[src/rtl/u111_tack_gen.sv]
// u111_tack_gen: local-bus cycle terminator that sits behind the U111 cycle/bus-sizing
// state machine.
//
// It decodes the Amiga address space into regions and holds each claimed cycle in WAIT
// until that region is ready. A ROM or chipset-register cycle is ready after a fixed
// count. A chip-RAM cycle is ready when Agnus acknowledges, and a CIA cycle is ready on a
// falling edge of the E clock. The block then returns a one-clock TACKn.
//
// Ports:
//   CLK40        in   40 MHz local bus clock, rising edge only
//   RESETn       in   synchronous active-low reset
//   TSn          in   transfer start, active low, one clock wide
//   RnW          in   1 = read, 0 = write (accepted but not needed to terminate)
//   ADDR         in   A[23:0] of the current bus cycle
//   ADDR_HI_ZERO in   1 when A[31:24] = 0; cycles are only claimed when set
//   ECLK         in   CIA E clock, already synchronised to CLK40
//   CHIP_ACKn    in   Agnus chip-RAM slot acknowledge, active low level
//   TACKn        out  transfer acknowledge, active low, one clock
//   TEAn         out  transfer error acknowledge, active low, one clock
//   PORTSIZE     out  1 = 16-bit port, 0 = 32-bit port, combinational from ADDR
//   REGION       out  region latched at the last accepted TSn (debug / LEDs)
//
// Optional build macro TACK_TIMEOUT_EN enables a watchdog. When the WAIT counter reaches
// TIMEOUT, the cycle is ended with a one-clock TEAn instead of TACKn. Without the macro,
// TEAn is tied high and WAIT lasts until the region is ready.
//
// Timing: TACKn and TEAn are registered from the ACK and ERR states. A cycle that becomes
// ready at sample edge r shows TACKn low for the clock after edge r+1. For ROM, that gives
// a latency of ROM_WAIT+1 clocks from the TSn sample edge.

module u111_tack_gen #(
  parameter int unsigned ROM_WAIT = 4,
  parameter int unsigned REG_WAIT = 6,
  parameter int unsigned TIMEOUT  = 255
) (
  input  logic        CLK40,
  input  logic        RESETn,
  input  logic        TSn,
  input  logic        RnW,
  input  logic [23:0] ADDR,
  input  logic        ADDR_HI_ZERO,
  input  logic        ECLK,
  input  logic        CHIP_ACKn,
  output logic        TACKn,
  output logic        TEAn,
  output logic        PORTSIZE,
  output logic [2:0]  REGION
);

  // Region codes as seen on REGION.
  localparam logic [2:0] RgnNone = 3'd0;
  localparam logic [2:0] RgnChip = 3'd1;
  localparam logic [2:0] RgnCia  = 3'd2;
  localparam logic [2:0] RgnRegs = 3'd3;
  localparam logic [2:0] RgnRom  = 3'd4;

  // Cycle states.
  localparam logic [1:0] StIdle = 2'd0;
  localparam logic [1:0] StWait = 2'd1;
  localparam logic [1:0] StAck  = 2'd2;
`ifdef TACK_TIMEOUT_EN
  localparam logic [1:0] StErr  = 2'd3;
`endif

  // Exit counts for the fixed-latency regions.
  localparam logic [7:0] RomLast = 8'(ROM_WAIT - 1);
  localparam logic [7:0] RegLast = 8'(REG_WAIT - 1);

  logic [1:0] state_q, state_d;
  logic [7:0] cnt_q, cnt_d;
  logic [2:0] region_q, region_d;
  logic       eclk_q;
  logic       tack_n_q;
  logic       tea_n_q;

  logic [2:0] rgn_dec;
  logic       eclk_fall;
  logic       exit_ok;
  logic [7:0] timeout_cnt;

  assign timeout_cnt = 8'(TIMEOUT);

  // ---------------------------------------------------------------------------------------
  // Address decode. The ranges are disjoint, so the order of the tests is irrelevant.
  // ---------------------------------------------------------------------------------------
  always_comb begin
    rgn_dec = RgnNone;
    if (ADDR_HI_ZERO) begin
      if (ADDR[23:21] == 3'b000) begin
        rgn_dec = RgnChip;               // $000000-$1FFFFF
      end else if (ADDR[23:16] == 8'hBF) begin
        rgn_dec = RgnCia;                // $BFxxxx
      end else if (ADDR[23:12] == 12'hDFF) begin
        rgn_dec = RgnRegs;               // $DFFxxx
      end else if (ADDR[23:19] == 5'b11111) begin
        rgn_dec = RgnRom;                // $F80000-$FFFFFF
      end
    end
  end

  // Every claimed region is a 16-bit port; unclaimed space belongs to 32-bit agents.
  assign PORTSIZE = (rgn_dec != RgnNone);

  // ---------------------------------------------------------------------------------------
  // WAIT exit condition for the region latched at TSn.
  // ---------------------------------------------------------------------------------------
  assign eclk_fall = eclk_q & ~ECLK;

  always_comb begin
    exit_ok = 1'b0;
    unique case (region_q)
      RgnRom:  exit_ok = (cnt_q == RomLast);
      RgnRegs: exit_ok = (cnt_q == RegLast);
      RgnChip: exit_ok = ~CHIP_ACKn;
      // The counter floor keeps an E-clock edge that lands right after TSn from ending
      // the cycle before the CIA has seen the address.
      RgnCia:  exit_ok = eclk_fall && (cnt_q >= 8'd2);
      default: exit_ok = 1'b0;
    endcase
  end

  // ---------------------------------------------------------------------------------------
  // Next-state logic
  // ---------------------------------------------------------------------------------------
  always_comb begin
    state_d  = state_q;
    cnt_d    = cnt_q;
    region_d = region_q;
    unique case (state_q)
      StIdle: begin
        if (!TSn) begin
          // REGION also records unclaimed cycles (as NONE) so the debug view stays honest.
          region_d = rgn_dec;
          cnt_d    = 8'd0;
          if (rgn_dec != RgnNone) begin
            state_d = StWait;
          end
        end
      end
      StWait: begin
        cnt_d = (cnt_q == 8'hFF) ? cnt_q : cnt_q + 8'd1;
        if (exit_ok) begin
          state_d = StAck;
`ifdef TACK_TIMEOUT_EN
        end else if (cnt_q == timeout_cnt) begin
          // A region that becomes ready in the same clock still wins (checked first).
          state_d = StErr;
`endif
        end
      end
      StAck: begin
        state_d = StIdle;
      end
`ifdef TACK_TIMEOUT_EN
      StErr: begin
        state_d = StIdle;
      end
`endif
      default: begin
        state_d = StIdle;
      end
    endcase
  end

  // ---------------------------------------------------------------------------------------
  // State registers
  // ---------------------------------------------------------------------------------------
  always_ff @(posedge CLK40) begin
    if (!RESETn) begin
      state_q  <= StIdle;
      cnt_q    <= 8'd0;
      region_q <= RgnNone;
      eclk_q   <= 1'b0;
      tack_n_q <= 1'b1;
      tea_n_q  <= 1'b1;
    end else begin
      state_q  <= state_d;
      cnt_q    <= cnt_d;
      region_q <= region_d;
      eclk_q   <= ECLK;
      tack_n_q <= (state_q != StAck);
`ifdef TACK_TIMEOUT_EN
      tea_n_q  <= (state_q != StErr);
`else
      tea_n_q  <= 1'b1;
`endif
    end
  end

  assign TACKn  = tack_n_q;
  assign REGION = region_q;

`ifdef TACK_TIMEOUT_EN
  assign TEAn = tea_n_q;
`else
  // With no watchdog there is no error path, so the register is not driven out.
  assign TEAn = 1'b1;
`endif

  // The cycle is terminated without regard to direction or the low address bits.
  logic unused_inputs;
  assign unused_inputs = ^{RnW, ADDR[11:0], timeout_cnt, tea_n_q};

  // ---------------------------------------------------------------------------------------
  // Simulation-only sanity checks
  // ---------------------------------------------------------------------------------------
  always_ff @(posedge CLK40) begin
    if (RESETn) begin
      assert (TACKn || TEAn);
      assert (!(state_q == StWait && region_q == RgnNone));
    end
  end

endmodule
[config.mk]
export PLATFORM = sky130hd
export DESIGN_NAME = u111_tack_gen
export DESIGN_NICKNAME = d
export VERILOG_FILES = /design/src/rtl/u111_tack_gen.sv
export SDC_FILE = /design/constraint.sdc
export NUM_CORES = 1
export LEC_CHECK = 0
export ABC_AREA = 1
export CELL_PAD_IN_SITES_DETAIL_PLACEMENT = 1
export CELL_PAD_IN_SITES_GLOBAL_PLACEMENT = 1
export CORE_MARGIN = 2
export CORE_UTILIZATION = 28
export DETAILED_ROUTE_END_ITERATION = 10
export GPL_ROUTABILITY_DRIVEN = 0
export PLACE_DENSITY_LB_ADDON = 0.1
export SYNTH_ARGS = -nofsm -noshare
export SYNTH_HDL_FRONTEND = slang
export SYNTH_SLANG_ARGS = --single-unit
[constraint.sdc]
create_clock -name CLK40 -period 1.8 [get_ports CLK40]
set_input_delay 0.18 -clock CLK40 [delete_from_list [all_inputs] [get_ports CLK40]]
set_output_delay 0.18 -clock CLK40 [all_outputs]
set_load 0.02 [all_outputs]
==> impl_metrics.csv <==
group,metric,value,unit
route,firstDrtPassIters,4,
finish,area_growth,39.49,%
setup_path,worstSetupEndpointType,"register",
route,drcViolationCount,0,
route,wl_per_cell,11.59,um
timing,fin_crit_sh,0.9018,
timing,hold_violations,0,
floorplan,rows,20,
floorplan,coreArea,3103,um^2
floorplan,die_w,61.58,um
grt,overflow,0,
min_path,min_path_cells,3,
yosys,synthesis.nets,183,
pwr,p_leak,0.5625,nW
yosys,synth_xor_area_frac,0.009434,
route,num_vias,1062,
setup_path,slowest_stage,"dfxtp_1",
setup_path,worstSetupPathType,"reg2reg",
yosys,synth_top_family_by_area,"simple AND/OR/NAND/NOR gates",
grt,grt_pass1_wl,4685,um
clocking,cts.sinks,15,
finish,multi_input_area,539.3,um^2
yosys,postSynthAreaPerCell,6.189,um^2
clocking,cts_buffer_depth,2,
clocking,clk_pin_slew,100,ps
pwr,power,694.7,uW
floorplan,die_area,3792,um^2
route,postRouteWirelength,2653,um
yosys,synthAdderAreaFrac,0.02695,
status,outcome,"complete, no violations",
grt,grt_start_max_net_pins,12,
clocking,clk_latency,300,ps
setup_path,cp_data_arrival_time,1860,ps
timing,timing.fmax,616.0,MHz
clocking,cts_buffers,3,
setup_path,timing.rr.start,"cnt_q[0]",
timing,skew,1.097,ps
pwr,irDropWorstVdd,0.0002155,V
floorplan,fp.dieH,61.58,um
grt,groute.usage.overall,0.1714,
setup_path,worst-path-max-fanout,11,
finish,fin_nets,219,
grt,grt_pass1_vias,1073,
yosys,synth_compound_area_frac,0.1092,
grt,antenna_found_initial,0,
placed_design,io_buffer_count,22,
yosys,seq_area_frac_synth,0.3235,
route,ant_nets,0,
yosys,yosysWarnings,0,
yosys,synth-seq-cells,15,
timing,setup_ws,176.7,ps
route,vias_per_cell,4.638,
placed_design,dp_hpwl,2163,um
finish,drive_gt1_frac,0.1568,
setup_path,reg2reg_depth,11,
yosys,synth_simple_gate_area_share,0.4259,
placed_design,dp_cells,225,
min_path,min_from,"ECLK",
timing,drv_slew,0,
finish,final_util,0.4173,
finish,antenna_cells,0,
timing,finalCriticalPeriod,1623,ps
floorplan,initial_core_util,0.2992,
setup_path,reg2reg_slack,180,ps
clocking,cts_htree_levels,1,
yosys,synthMuxAreaShare,0,
setup_path,slowest_delay,420,ps
timing,finalSetupViolCount,0,
finish,finalNonFillerCells,229,
clocking,cts_setup_buffers,0,
yosys,syn_area,928.4,um^2
yosys,synth_cells,150,
finish,regArea,300.3,um^2
timing,rsz0062_at_grt,"no",
clocking,cts_hold_buf,0,
finish,nFillCells,431,
flow_run,max_cap_viol_count,0,
clocking,cts-root-buf,"clkbuf_4",
setup_path,crit_chain,"ha_1, nand2_2, nor2_2, nand2_2, nor2_2, nand3_1, nand2_4, inv_2, nand2_1, nand2_1, a21boi_1",
floorplan,ioPinCount,37,
setup_path,critical_path_required,2040,ps
route,drt_iter0_markers,34,
setup_path,reg2reg_to,"cnt_q[3]",
min_path,hold_class,"in2reg",
placed_design,place_ws,-224.8,ps
clocking,cts_tree,"done",
min_path,min_to,"eclk_q",
clocking,cts_resized,1,
setup_path,critPathLaunchType,"register",
pwr,powerDensity,536.4,nW/um^2
yosys,yosysUniqueCellTypes,21,
[final cells by class]
type                    instances  share of cell area
clock buffers                   3             0.01739
clock inverters                 1            0.003865
inverters                      20             0.05797
multi-input cells             113              0.4164
flip-flops and latches         15              0.2319
well taps                      44             0.04251
repair buffers                 33              0.2300
[worst max path at each step]
stage	start	endpoint
floorplan	cnt_q[1]	cnt_q[5]
CTS	ADDR[23]	PORTSIZE
global placement	ADDR[23]	PORTSIZE
finish	cnt_q[0]	cnt_q[3]
global route	cnt_q[0]	cnt_q[3]
detailed placement	ADDR[23]	PORTSIZE
[cell usage in the layout, fill, tap and decap left out, types with 3 or more instances in the layout]
cell             count
nor2_1              25
nor2_2               3
a21oi_1             10
inv_1               16
clkdlybuf4s50_1     21
o21ai_1              4
nand4_1              3
dfxtp_1             15
o21ai_0              3
nand2_2              3
nor3_1               5
inv_2                4
buf_4               11
clkbuf_4             3
nand3_1             15
nand2_1             34
[per-layer routing]
metal | wire (um) | vias to the layer above | GRT usage
li1 | - | 547 | -
met1 | 1245 | 491 | 0.2128
met2 | 1260 | 20 | 0.2782
met3 | 96 | 4 | 0.03992
met4 | 50 | 0 | 0.08207
met5 | 0 | - | 0
[flip-flops by register name, indices dropped and copies added (netlist names)]
register and count:
REGION 3, TACKn 1, cnt_q 8, eclk_q 1, state_q 2
[cell usage after synthesis]
cell       n  share of area
nand2_1   34           0.14
nor2_1    25           0.10
inv_1     16          0.065
dfxtp_1   15           0.32
nand3_1   15          0.081
a21oi_1   10          0.054
nor3_1     5          0.027
inv_2      4          0.016
nand2_2    4          0.027
o21ai_1    4          0.022
nand4_1    3          0.020
nor2_2     3          0.020
o21ai_0    3          0.016
ha_1       2          0.027
a21boi_1   1         0.0081
a21oi_2    1         0.0094
buf_4      1         0.0081
buf_6      1          0.012
conb_1     1         0.0040
nor2_4     1          0.012
xnor2_1    1         0.0094
[power breakdown]
part           internal (mW)  switching, mW
Combinational         0.0708         0.0675
Sequential             0.340        0.00827
Clock                 0.0830          0.125
Total                  0.494          0.201
[worst max-delay path, delay by kind of cell (launching register included)]
kind                       cells  cell delay [ps]
adders and majority gates      1              250
and+or+nand+nor                8              720
DFF                            1              420
AOI/OAI and AO/OA              1              110
buffers and inverters          1               80
[through the flow]
stage / instance area, um^2 / hold slack, ps / setup TNS [ps]
2_1_floorplan: 928.4 / 264.7 / 0
3_3_place_gp: 1267 / 465.9 / -174.0
3_5_place_dp: 1267 / 462.1 / -224.8
4_1_cts: 1294 / 433.6 / 0
5_1_grt: 1295 / 469.5 / 0
6_report: 1295 / 434.2 / 0
[logic make-up (layout without fill, tap and decap cells)]
group / count (synthesis) / in the layout
AND/OR/NAND/NOR: 90 / 90
buffers and inverters: 22 / 57
AO/OA/AOI/OAI: 19 / 19
flip-flops: 15 / 15
adder cells (fa/ha/maj): 2 / 2
other: 1 / 1
XOR/XNOR: 1 / 1
No activity file was read; power rests on OpenSTA's default activity.
